$ cat config.mk
export PLATFORM = sky130hd
export DESIGN_NAME = rpn_stack_sequencer
export DESIGN_NICKNAME = d
export VERILOG_FILES = /design/src/rtl/rpn_stack_sequencer.sv
export SDC_FILE = /design/constraint.sdc
export NUM_CORES = 1
export LEC_CHECK = 0
export BUFFER_PORTS_ARGS = -buffer_cell sky130_fd_sc_hd__buf_2
export CAP_MARGIN = 40
export CORE_ASPECT_RATIO = 1.2
export CORE_MARGIN = 2
export CORE_UTILIZATION = 51
export CTS_BUF_LIST = sky130_fd_sc_hd__clkbuf_4
export DETAILED_ROUTE_END_ITERATION = 7
export PLACE_DENSITY_LB_ADDON = 0.25
export SLEW_MARGIN = 20
export SYNTH_ARGS = -nofsm -noshare
export SYNTH_HDL_FRONTEND = slang
export SYNTH_SLANG_ARGS = --single-unit
$ cat constraint.sdc
create_clock -name clk -period 2.5 [get_ports clk]
set_clock_uncertainty 0.05 [all_clocks]
set_input_delay 0.125 -clock clk [delete_from_list [all_inputs] [get_ports clk]]
set_output_delay 0.125 -clock clk [all_outputs]
set_load 0.05 [all_outputs]
$ cat src/rtl/rpn_stack_sequencer.sv
// rpn_stack_sequencer
//   Postfix (RPN) expression sequencer placed directly in front of an
//   overflow/underflow-detecting stack. Operand tokens are pushed; operator
//   tokens pop B then A, compute A op B and push the result. Any stack error
//   or illegal opcode parks the block in a sticky ERR state until err_clr.
//
//   Optional feature macro: RPN_MUL_EN (opcode 101 = A*B, low DATA_WIDTH bits).
//   Without it opcode 101 is treated as illegal.
//
// Ports
//   clk, rst_n          rising-edge clock, asynchronous active-low reset
//   tok_valid/ready     token handshake; a token is taken when both are 1
//   tok_is_op, tok_data 1 = operator (opcode in tok_data[2:0]), 0 = operand
//   stk_push/pop/wdata  one-cycle strobes and write data toward the stack
//   stk_rdata           stack data_out, valid the cycle after stk_pop
//   stk_overflow/under  stack error pulses, the cycle after a rejected access
//   res_valid/res_data  pulse when an operator result is safely on the stack
//   err, err_code       sticky error (01 ovf, 10 unf, 11 illegal opcode)
//   err_clr             leaves ERR and returns to IDLE
//   ops_done            saturating count of successful operator evaluations
//   fsm_state           current state, for observation
//   opnd_a, opnd_b      operand registers A and B, for observation
//
// Handshake: tok_ready is a registered output that is 1 only while the FSM
// sits in IDLE without an error; tok_valid may be held high, and exactly one
// token is consumed per IDLE visit.
module rpn_stack_sequencer #(
   parameter int DATA_WIDTH = 8,
   parameter int CNT_WIDTH  = 16
) (
   input  logic                  clk,
   input  logic                  rst_n,
   input  logic                  tok_valid,
   output logic                  tok_ready,
   input  logic                  tok_is_op,
   input  logic [DATA_WIDTH-1:0] tok_data,
   output logic                  stk_push,
   output logic                  stk_pop,
   output logic [DATA_WIDTH-1:0] stk_wdata,
   input  logic [DATA_WIDTH-1:0] stk_rdata,
   input  logic                  stk_overflow,
   input  logic                  stk_underflow,
   output logic                  res_valid,
   output logic [DATA_WIDTH-1:0] res_data,
   output logic                  err,
   output logic [1:0]            err_code,
   input  logic                  err_clr,
   output logic [CNT_WIDTH-1:0]  ops_done,
   output logic [2:0]            fsm_state,
   output logic [DATA_WIDTH-1:0] opnd_a,
   output logic [DATA_WIDTH-1:0] opnd_b
);

   localparam logic [2:0] S_IDLE   = 3'd0;
   localparam logic [2:0] S_POP_B  = 3'd1;
   localparam logic [2:0] S_WAIT_B = 3'd2;
   localparam logic [2:0] S_POP_A  = 3'd3;
   localparam logic [2:0] S_WAIT_A = 3'd4;
   localparam logic [2:0] S_PUSH   = 3'd5;
   localparam logic [2:0] S_CHECK  = 3'd6;
   localparam logic [2:0] S_ERR    = 3'd7;

   localparam logic [1:0] E_OVF = 2'b01;
   localparam logic [1:0] E_UNF = 2'b10;
   localparam logic [1:0] E_ILL = 2'b11;

   localparam logic [CNT_WIDTH-1:0] CNT_ONE = {{(CNT_WIDTH-1){1'b0}}, 1'b1};

   logic [2:0] state;
   logic [2:0] opcode;
   logic       result_push;   // current PUSH carries an operator result

   function automatic logic legal_op(input logic [2:0] op);
`ifdef RPN_MUL_EN
      legal_op = (op <= 3'b101);
`else
      legal_op = (op <= 3'b100);
`endif
   endfunction

   function automatic logic [DATA_WIDTH-1:0] alu(input logic [2:0] op,
                                                  input logic [DATA_WIDTH-1:0] a,
                                                  input logic [DATA_WIDTH-1:0] b);
      case (op)
         3'b000:  alu = a + b;
         3'b001:  alu = a - b;
         3'b010:  alu = a & b;
         3'b011:  alu = a | b;
         3'b100:  alu = a ^ b;
`ifdef RPN_MUL_EN
         3'b101:  alu = a * b;
`endif
         default: alu = '0;
      endcase
   endfunction

   assign fsm_state = state;

   always_ff @(posedge clk or negedge rst_n) begin
      if (!rst_n) begin
         state       <= S_IDLE;
         opcode      <= 3'b000;
         result_push <= 1'b0;
         tok_ready   <= 1'b0;
         stk_push    <= 1'b0;
         stk_pop     <= 1'b0;
         stk_wdata   <= '0;
         res_valid   <= 1'b0;
         res_data    <= '0;
         err         <= 1'b0;
         err_code    <= 2'b00;
         ops_done    <= '0;
         opnd_a      <= '0;
         opnd_b      <= '0;
      end else begin
         // Strobes are single-cycle unless a state sets them below.
         stk_push  <= 1'b0;
         stk_pop   <= 1'b0;
         res_valid <= 1'b0;
         case (state)
            S_IDLE: begin
               if (tok_valid && tok_ready) begin
                  tok_ready <= 1'b0;
                  if (!tok_is_op) begin
                     stk_wdata   <= tok_data;
                     stk_push    <= 1'b1;
                     result_push <= 1'b0;
                     state       <= S_PUSH;
                  end else if (legal_op(tok_data[2:0])) begin
                     opcode  <= tok_data[2:0];
                     stk_pop <= 1'b1;
                     state   <= S_POP_B;
                  end else begin
                     err      <= 1'b1;
                     err_code <= E_ILL;
                     state    <= S_ERR;
                  end
               end else begin
                  // Also covers the first cycle after reset release.
                  tok_ready <= 1'b1;
               end
            end
            S_POP_B: state <= S_WAIT_B;
            S_WAIT_B: begin
               opnd_b <= stk_rdata;
               if (stk_underflow) begin
                  err      <= 1'b1;
                  err_code <= E_UNF;
                  state    <= S_ERR;
               end else begin
                  stk_pop <= 1'b1;
                  state   <= S_POP_A;
               end
            end
            S_POP_A: state <= S_WAIT_A;
            S_WAIT_A: begin
               opnd_a <= stk_rdata;
               if (stk_underflow) begin
                  err      <= 1'b1;
                  err_code <= E_UNF;
                  state    <= S_ERR;
               end else begin
                  // A arrives this cycle, so compute from stk_rdata directly.
                  stk_wdata   <= alu(opcode, stk_rdata, opnd_b);
                  stk_push    <= 1'b1;
                  result_push <= 1'b1;
                  state       <= S_PUSH;
               end
            end
            S_PUSH: state <= S_CHECK;
            S_CHECK: begin
               if (stk_overflow) begin
                  err      <= 1'b1;
                  err_code <= E_OVF;
                  state    <= S_ERR;
               end else begin
                  state     <= S_IDLE;
                  tok_ready <= 1'b1;
                  if (result_push) begin
                     res_valid <= 1'b1;
                     res_data  <= stk_wdata;
                     if (ops_done != {CNT_WIDTH{1'b1}})
                        ops_done <= ops_done + CNT_ONE;
                  end
               end
            end
            S_ERR: begin
               if (err_clr) begin
                  err       <= 1'b0;
                  err_code  <= 2'b00;
                  state     <= S_IDLE;
                  tok_ready <= 1'b1;
               end
            end
            default: begin
               state     <= S_IDLE;
               tok_ready <= 1'b0;
            end
         endcase
      end
   end

endmodule

==> results.cfg <==
[status]
status = finished, final reports clean

[timing]
final_max_slew_viol_count = 0
fin_ws_ns = 0.0366
rsz0062_at_grt = true
min_period_over_period_pct = 98.5
worst_slew_pin_slew_ns = 0.554
max_slew_margin_pct = 63.0
setup_viol = 0
fin_setup_tns_ns = 0
max_freq_mhz = 406
final-hold-violation-count = 0
min_period_ns = 2.46

[layout]
antenna-diode-count = 0
layout.nets = 574
syn_to_final_growth_pct = 26.7
drive_gt1_share_pct = 29.1

[synth]
yosysTopAreaCell = dfrtp_1
synth_cell_types = 52
synthCells = 408
ys_ff_latch = 62
syn_area_mm2 = 0.00370
ys_warn_count = 0
yosysMostFrequentCell = nand2_1
ys_seq_area_share_pct = 41.9
synth_area_per_cell_um2 = 9.08
synth_compound_area_share_pct = 17.0
netlist_top_cells_count = nand2_1, dfrtp_1, o21ai_0
async_reset_ff_share_pct = 100
synth-xor-area-share_pct = 6.15
muxShareOfSynthArea_pct = 2.70
synthesis.nets = 457
synth_ff_type = dfrtp_1
ys_top_cells_by_area = dfrtp_1, ha_1, nand2_1
synth_top_family_by_area = simple AND/OR/NAND/NOR gates
synth_edf_count = 0
synth-simple-area-share_pct = 18.6
synth_top_area_share_pct = 41.9
yosys.area_share.adder_pct = 8.98

[worst_setup_path]
cp-start-kind = flop
required_ns = 2.78
path_class = reg2reg
endpoint_kind = flop
cp_data_arrival_time_ns = 2.74
crit_fanout = 3

[floorplan]
core_area_mm2 = 0.00715
die_x_um = 81.8
boundaryPins = 81
die-area_mm2 = 0.00796
chipHeight_um = 97.4
num_rows = 34
initial_core_util_pct = 51.8

[global_routing]
grt_pass1_vias = 3164
antenna_found_initial = 0
grt_pass1_wl_um = 14900
grt_max_degree = 25
groute.usage.overall_pct = 24.1
grt-ovfl-total = 0

[clock_tree]
cts-buffers-inserted = 9
clockBufferDepth = 2
clk_pin_slew_ns = 0.10
cts.sinks = 62
cts_tree = done
htree_levels = 3
clk_latency_ns = 0.42
root_buffer = clkbuf_4

[min_path]
min_path_type = in2reg

[power_and_ir_drop]
power_leakage_nw = 2.31
intPower_mw = 3.34
ir_worst_vdd_mv = 0.791
power_density_mw_per_mm2 = 1510
swShare_pct = 52.9
combPwrFrac_pct = 66.3
p_clk_share_pct = 9.5
power_frac_seq_pct = 24.2
switching_power_mw = 3.75

[detailed_routing]
viasPerCell = 5.35
drc = 0
wl_per_cell_um = 14.8
finalWirelength_um = 9130
antenna_left = 0
drt_iter0_markers = 232
drt_pre_antenna_iters = 4
vias = 3311

[placement]
hpwlAfterDp_um = 6920
io_buffers = 80
preCtsSetupSlack_ns = -0.0407
gp_congestion = 0.969

[flow_run]
drv_cap = 0
[worst max-delay path: stages (launching register included)]
cell and delay [ns]:
dfrtp_1 0.41, nor3_4 0.28, mux2_4 0.34, fa_2 0.37, nor2b_4 0.14, o31a_1 0.20, a31oi_1 0.11, o311a_1 0.32
o31ai_2 0.17
[cell type report]
class | count | area [um^2]
clock buffers | 10 | 75.1
clock inverters | 5 | 51.3
fillers | 618 | 2450
inverters | 26 | 100
multi-input cells | 307 | 2040
flip-flops and latches | 62 | 1560
well taps | 90 | 113
repair buffers | 119 | 759
[through the flow]
stage	total power, mW	instances	hold slack [ns]	instance area, um^2	util [%]
after detailed placement	6.17	585	0.0914	4340	60.7
after floorplan	5.03	408	-0.221	3730	-
after global placement	6.08	583	0.287	4300	60.2
final	7.09	619	0.0280	4690	65.7
after global routing	7.60	619	0.0378	4690	65.7
after CTS	6.94	618	0.00922	4650	65.0
[placed cells by master, fill, tap and decap left out, types with 3 or more instances in the layout]
cell type,netlist,final
buf_4,1,20
inv_2,1,3
dfrtp_2,0,4
nand2b_1,6,6
mux2_2,8,7
clkbuf_4,0,10
nand2_1,75,75
dfrtp_1,62,58
nor2b_4,3,3
nor3_1,6,5
dlygate4sd3_1,0,17
xnor2_1,17,17
a31oi_1,7,6
a21oi_1,25,23
o31ai_1,3,3
nand4_1,6,6
o21ai_0,39,37
buf_2,5,80
ha_1,25,24
nor2b_1,3,3
o22ai_1,3,3
nand3_1,10,10
nor2_1,24,23
xor2_1,9,9
inv_1,24,21
[registers in the layout (all words and copies together) (netlist names)]
| register | flops |
|---|---|
| result_push | 1 |
| res_valid | 1 |
| stk_pop | 1 |
| opnd_b | 8 |
| tok_ready | 1 |
| err | 1 |
| fsm_state | 3 |
| opnd_a | 8 |
| stk_push | 1 |
| err_code | 2 |
| ops_done | 16 |
| stk_wdata | 8 |
| res_data | 8 |
| opcode | 3 |
[path summary, 6_finish.rpt]
| kind | from | endpoint | slack (ns) | cells past startpoint |
|---|---|---|---|---|
| setup / recovery | opcode[2] | stk_wdata[6] | 0.04 | 8 |
| hold / removal | tok_data[5] | stk_wdata[5] | 0.03 | 3 |
| setup reg to reg | opcode[2] | stk_wdata[6] | 0.04 | 8 |
| hold reg to reg | res_data[5] | res_data[5] | 0.43 | 2 |
| max in group asynchronous | rst_n | opnd_a[1] | 1.46 | 4 |
| min in group asynchronous | rst_n | opnd_a[2] | 0.17 | 2 |
[power groups by stage]
| stage | Combinational [mW] | Sequential (mW) | Clock [mW] |
|---|---|---|---|
| after floorplan | 2.23 | 2.81 | 0 |
| after global placement | 4.36 | 1.72 | 0 |
| after detailed placement | 4.43 | 1.73 | 0 |
| after CTS | 4.53 | 1.71 | 0.692 |
| after global routing | 5.09 | 1.78 | 0.740 |
| final | 4.70 | 1.72 | 0.673 |
[cells by family (layout without fill, tap and decap cells)]
| kind of cell | count (synthesis) | count (layout) |
|---|---|---|
| flops | 62 | 62 |
| buf+inv | 39 | 160 |
| xor+xnor | 26 | 26 |
| mux | 9 | 9 |
| simple gates | 145 | 145 |
| fa+ha+maj | 26 | 26 |
| compound gates | 101 | 101 |
[per-layer routing]
metal | up-vias | share of wire (%) | GRT usage (%) | routed length (um)
met4 | 0 | 1.8 | 8.33 | 161
met1 | 1557 | 44 | 31.7 | 3990
li1 | 1644 | - | - | -
met2 | 98 | 50 | 39.3 | 4550
met5 | - | 0 | 0 | 0
met3 | 12 | 4.7 | 4.55 | 432
[what timing repair did]
| item | 4_1_cts | 5_1_grt |
|---|---|---|
| gates resized for setup | 5 | 8 |
| hold endpoints to repair | 42 | 0 |
| buffers inserted | 1 | 1 |
| pin swaps | 10 | 10 |
| hold buffers | 17 | 0 |
| endpoints found under the setup margin | 3 | 5 |
No activity file was read; power rests on OpenSTA's default activity.
